## src/rtl/phy_pkg.sv

```systemverilog
// Shared definitions for the PHY serial receive path: byte width, comma default, FSM states.
package phy_pkg;
    localparam int                BYTE_W            = 8;
    localparam logic [BYTE_W-1:0] BC_SYMBOL_DEFAULT = 8'hBC;

    typedef enum logic {
        SEARCH = 1'b0,
        ACTIVE = 1'b1
    } rx_state_t;
endpackage

```

## src/rtl/rx_shift8.sv

```systemverilog
// Serial-in shift register with a free-running mod-8 bit counter; exposes the byte completing on this edge.
module rx_shift8
    import phy_pkg::*;
(
    input  logic              clk,
    input  logic              reset,
    input  logic              data_in,
    output logic [BYTE_W-1:0] rx_byte,
    output logic              boundary
);
    logic [BYTE_W-1:0] shift;
    logic [2:0]        bit_cnt;

    always_ff @(posedge clk or negedge reset) begin
        if (!reset) begin
            shift   <= '0;
            bit_cnt <= '0;
        end else begin
            shift   <= {shift[BYTE_W-2:0], data_in};
            bit_cnt <= bit_cnt + 3'd1;
        end
    end

    // The last bit is still on the line, so the full byte is visible combinationally at the boundary edge.
    assign rx_byte  = {shift[BYTE_W-2:0], data_in};
    assign boundary = (bit_cnt == 3'd7);
endmodule

```

## src/rtl/serie_paralelo_rx.sv

```systemverilog
// Serial-to-byte receiver with comma alignment; RX_ERR_COUNT_EN adds an err_count port counting
// broken comma streaks seen while searching.
module serie_paralelo_rx
    import phy_pkg::*;
#(
    parameter logic [BYTE_W-1:0] BC_SYMBOL = BC_SYMBOL_DEFAULT,
    parameter int                BC_NEEDED = 4
) (
    input  logic              clk_32f,
    input  logic              reset,
    input  logic              data_in,
    output logic [BYTE_W-1:0] data_out,
    output logic              valid_out,
    output logic              active,
    output logic              byte_strobe
`ifdef RX_ERR_COUNT_EN
    ,
    output logic [7:0]        err_count
`endif
);
    localparam int             BC_W   = $clog2(BC_NEEDED + 1);
    localparam logic [BC_W-1:0] BC_MAX = BC_W'(BC_NEEDED);

    logic [BYTE_W-1:0] rx_byte;
    logic              boundary;
    logic              is_comma;
    rx_state_t         state, state_nxt;
    logic [BC_W-1:0]   bc_cnt, bc_nxt;
    logic              valid_nxt;

    rx_shift8 u_shift (
        .clk      (clk_32f),
        .reset    (reset),
        .data_in  (data_in),
        .rx_byte  (rx_byte),
        .boundary (boundary)
    );

    assign is_comma = (rx_byte == BC_SYMBOL);

    always_ff @(posedge clk_32f or negedge reset) begin
        if (!reset) begin
            state  <= SEARCH;
            bc_cnt <= '0;
        end else begin
            state  <= state_nxt;
            bc_cnt <= bc_nxt;
        end
    end

    always_comb begin
        state_nxt = state;
        bc_nxt    = bc_cnt;
        if (boundary && state == SEARCH) begin
            if (is_comma) begin
                if (bc_cnt != BC_MAX) bc_nxt = bc_cnt + 1'b1;
            end else begin
                bc_nxt = '0;
            end
            if (bc_nxt == BC_MAX) state_nxt = ACTIVE;
        end
    end

    // Uses the pre-edge state so the comma that completes alignment is never reported.
    assign valid_nxt = (state == ACTIVE) && !is_comma;
    assign active    = (state == ACTIVE);

    always_ff @(posedge clk_32f or negedge reset) begin
        if (!reset) begin
            data_out    <= '0;
            valid_out   <= 1'b0;
            byte_strobe <= 1'b0;
        end else begin
            byte_strobe <= boundary;
            if (boundary) begin
                valid_out <= valid_nxt;
                if (valid_nxt) data_out <= rx_byte;
            end
        end
    end

`ifdef RX_ERR_COUNT_EN
    always_ff @(posedge clk_32f or negedge reset) begin
        if (!reset) begin
            err_count <= '0;
        end else if (boundary && state == SEARCH && bc_cnt != '0 && !is_comma
                     && err_count != 8'hFF) begin
            err_count <= err_count + 8'd1;
        end
    end
`endif
endmodule
```

## config.mk

```make
export PLATFORM = sky130hd
export DESIGN_NAME = serie_paralelo_rx
export DESIGN_NICKNAME = d
export VERILOG_FILES = /design/src/rtl/phy_pkg.sv /design/src/rtl/rx_shift8.sv /design/src/rtl/serie_paralelo_rx.sv
export SDC_FILE = /design/constraint.sdc
export NUM_CORES = 1
export LEC_CHECK = 0
export CAP_MARGIN = 10
export CORE_MARGIN = 3
export CORE_UTILIZATION = 50
export DETAILED_ROUTE_END_ITERATION = 6
export GPL_TIMING_DRIVEN = 0
export PLACE_DENSITY = 0.73
export SKIP_CTS_REPAIR_TIMING = 1
export SYNTH_ARGS = -nofsm -noshare
export SYNTH_HDL_FRONTEND = slang
export SYNTH_HIERARCHICAL = 1
export SYNTH_SLANG_ARGS = --single-unit
```

## constraint.sdc

```tcl
create_clock -name clk_32f -period 2.25 [get_ports clk_32f]
set_input_delay 0.675 -clock clk_32f [delete_from_list [all_inputs] [get_ports clk_32f]]
set_output_delay 0.675 -clock clk_32f [all_outputs]
set_load 0.02 [all_outputs]
```

==> impl_results.md, run 1 <==
- Result of the run: completed
- Utilization after layout: 69.0%
- Post-synth EDFFs: 0
- Cell with the most instances after synthesis: sky130_fd_sc_hd__dfrtp_1
- Internal power of the cells: 0.568 mW
- Layout Skew: 0.00667 ns
- Arithmetic-cell share of the synthesized area counting full adders, half adders and majority gates: 5.39%
- Critical path startpoint category: primary input
- Main synth FF type: sky130_fd_sc_hd__dfrtp_1
- Antenna violations before repair: 0
- Post-synthesis net count: 69
- Fin Setup TNS: 0 ns
- Leading post-synthesis cells by cell area: sky130_fd_sc_hd__dfrtp_1 (65%), sky130_fd_sc_hd__mux2_2 (11%), sky130_fd_sc_hd__ha_1 (5.4%)
- Yosys synthesis warning count: 6
- Leak: approximately 0.5 nW
- Instance count of the mapped netlist: 62
- Overflow left after global routing: 0
- Post-synthesis mux area share: ~11%
- Final Hold Violating Endpoints: 0
- Remaining number of nets flagged by the antenna check after routing: 0
- Master cell of the clock root buffer: sky130_fd_sc_hd__clkbuf_4
- Maximum number of pins on one net before global-route repair: 25
- Net switching fraction of the power: 20.7%
- Fmax: 461 MHz
- Synth async-reset ratio: between 90% and 100%
- Port Buffers: 13
- Worst-Skew Late Latency: ~0.30 ns
- Wire length on met1: ~600 um
- # H-tree levels: 1
- Boundary pin count: 14
- Data required, critical path: 2.45 ns
- Initial standard-cell utilization of the core: 57.0%
- Design area: 1120 um^2
- Hold path start: u_shift/shift[4]
- Avg WL per Cell: 12.9 um
- Setup-failing EPs final: 0
- Total vias in the final route: between 500 and 600
- Top cells by instance count after synthesis: sky130_fd_sc_hd__dfrtp_1 (24), sky130_fd_sc_hd__mux2_2 (9), sky130_fd_sc_hd__inv_1 (5), sky130_fd_sc_hd__ha_1 (4), sky130_fd_sc_hd__a21oi_1 (3)
- Share of cells above drive strength 1: 21.5%
- Clock transition at path regs: 0.11 ns
- Area enclosed by the die boundary: 2410 um^2
- Fraction of power consumed by sequential logic: 63.3%
- Distinct cell type count after synthesis: 21
- Total clock buffers created by CTS: 3
- Die span in y: 49.1 um
- Max-slew headroom at the worst pin: approximately a third
- Core Area: 1630 um^2
- CTS tree: built
- Compound-gate portion of the synthesized area: under 10%
- Worst setup path class: in -> reg
- Number of nets in the layout: 87
- Worst VDD drop: between 0.6 and 0.7 mV
- Total power divided by cell area: 637 nW/um^2
- Highest Signal Layer: met4
- Transition time at the pin with the least slew margin: 0.991 ns
- Worst Hold Margin: around 0.4 ns
- Initial drt markers: 6
- Post-placement cell area: 1090 um^2
- Sink Count: 24
- Final Wtd Congestion: 0.767
- Depth of the worst register-to-register path: 5
- Crit share post-route: 96.4%
- Routed wl met2: 633 um
- Main combinational cell family by area after synthesis: multiplexers
- Total routing usage reported by global routing: 12.6%
- Synth top area share: 64.7%
- Total met3 wirelength after detailed routing: 73 um
- Number of synthesized register bits: 24
- Post-synthesis sequential area ratio: about two thirds
- Syn avg cell area: 15.0 um^2
- Post-Synthesis Cell Area: roughly 930 um^2
- Simple-Gate Fraction of Synth Area: 6.33%
- Site Rows: 14
- Hold/Removal Path Class: reg -> reg
- Vias/cell: roughly 5.2
- Final HPWL DP: 1020 um
- Via count of the first global-routing pass: around 530
- Startpoint of the worst register-to-register path: u_shift/bit_cnt[0]
- Detailed-route DRC error count: 0
- Total detailed-routing wirelength: 1330 um
- Post-layout minimum cycle time: 2.17 ns
- Largest driver fanout on the critical path: 9
- Initial DRT Pass Iterations: 4
- Final Max Tran Viols: 0
- Reported net switching power: 0.148 mW
- WHS Path Cells: 0
- Sort of element at the end of the critical path: flop
- Number of maximum-capacitance violations: 0
- Startpoint of the worst setup timing path: data_in
- Logic gate share of total power: 6.7%
- Post-synthesis share of cell area spent on xor and xnor gates: 0%
- Diode count: 0
- DIE WIDTH: 49.1 um
- Arrival time reported for the critical path endpoint: about 2.4 ns
- Clock group share of total power: between 30% and 40%
- Area overhead of the layout relative to synthesis: 21.2%
- Library cell occupying the most area in the post-synthesis netlist: sky130_fd_sc_hd__dfrtp_1
- First-pass GRT wire length: 2320 um
- Setup repair after global routing missed its margin: no
- Buffer levels on the longest clock path: 2
## worst max-delay path, cell delays in order
cell and delay, ns:
sky130_fd_sc_hd__clkdlybuf4s50_1 0.47, sky130_fd_sc_hd__buf_4 0.11, sky130_fd_sc_hd__and4bb_4 0.24, sky130_fd_sc_hd__a211oi_4 0.47
sky130_fd_sc_hd__mux2_2 0.40
## worst paths after layout
check | slack, ns | to
max in group asynchronous | 0.75 | u_shift/shift[1]
max | 0.08 | data_out[5]
max reg2reg | 0.47 | data_out[5]
min | 0.40 | u_shift/shift[5]
min reg2reg | 0.40 | u_shift/shift[5]
min in group asynchronous | 0.90 | data_out[4]
## power groups by stage
stage	Combinational, mW	Clock, mW	Sequential, mW
after global placement	0.0483	0	0.461
final	0.0478	0.215	0.453
after CTS	0.0492	0.225	0.453
after detailed placement	0.0491	0	0.462
after global routing	0.0516	0.246	0.455
after floorplan	0.0107	0	0.469
## cells by family (layout without fill, tap and decap cells)
logic type	Yosys count	in the layout
buffers and inverters	6	23
muxes	9	9
and+or+nand+nor	8	8
DFF	24	24
adders and majority gates	4	4
AOI/OAI and AO/OA	11	11
## state kept, by name, indices dropped and copies added (netlist names)
| register | count |
|---|---|
| u_shift/shift | 7 |
| data_out | 8 |
| valid_out | 1 |
| byte_strobe | 1 |
| bc_cnt | 3 |
| u_shift/bit_cnt | 3 |
| active | 1 |
## metal layers
metal / GRT usage, % / up-vias
met4: 2.84 / 0
met2: 21.2 / 14
met5: 0 / -
met1: 15.1 / 262
li1: - / 257
met3: 4.89 / 2
## stage by stage
step | total power [mW] | setup WS, ns | std cells
final | 0.716 | 0.0816 | 103
after global routing | 0.753 | 0.0611 | 103
after CTS | 0.728 | 0.0671 | 103
after detailed placement | 0.511 | -0.266 | 99
after global placement | 0.509 | -0.262 | 99
after floorplan | 0.480 | 0.364 | 62
## layout by cell type (no fill, tap or decap)
cell,count
sky130_fd_sc_hd__clkbuf_4,3
sky130_fd_sc_hd__buf_4,1
sky130_fd_sc_hd__inv_1,5
sky130_fd_sc_hd__a41o_1,1
sky130_fd_sc_hd__a22o_1,1
sky130_fd_sc_hd__a21oi_1,3
sky130_fd_sc_hd__nor2b_1,1
sky130_fd_sc_hd__nand2_1,2
sky130_fd_sc_hd__o31ai_1,1
sky130_fd_sc_hd__a21o_2,1
sky130_fd_sc_hd__and4bb_4,1
sky130_fd_sc_hd__o21ai_0,1
sky130_fd_sc_hd__mux2_2,9
sky130_fd_sc_hd__clkdlybuf4s50_1,13
sky130_fd_sc_hd__dfrtp_1,24
sky130_fd_sc_hd__a211oi_4,1
sky130_fd_sc_hd__nand2b_1,1
sky130_fd_sc_hd__nor2_1,1
sky130_fd_sc_hd__a32oi_1,1
sky130_fd_sc_hd__clkbuf_8,1
sky130_fd_sc_hd__o211ai_1,1
sky130_fd_sc_hd__and4_1,1
sky130_fd_sc_hd__ha_1,4
sky130_fd_sc_hd__and4b_1,1
## final cells by class
| type | count | area [um^2] |
|---|---|---|
| flip-flops and latches | 24 | 601 |
| fillers | 125 | 504 |
| multi-input cells | 32 | 302 |
| repair buffers | 13 | 130 |
| clock buffers | 4 | 36.3 |
| well taps | 24 | 30.0 |
| inverters | 5 | 18.8 |
| plain buffers | 1 | 7.51 |
(Power assumes the default switching activity.)
==> inputs of run 2 (changes only) <==
Clock period 2.25 ns to 2.5 ns, I/O delays scaled along.
==> results of run 2 <==
Same layout as run 1 (identical final DEF). Status: completed.
Among the figures that moved: setup slack after placement -0.266 ns -> -0.0908 ns; setup slack after layout 0.0816 ns -> 0.257 ns; register-to-register setup slack 0.47 ns -> 0.72 ns; total power 0.716 mW -> 0.645 mW; worst IR drop on VDD 0.643 mV -> 0.578 mV
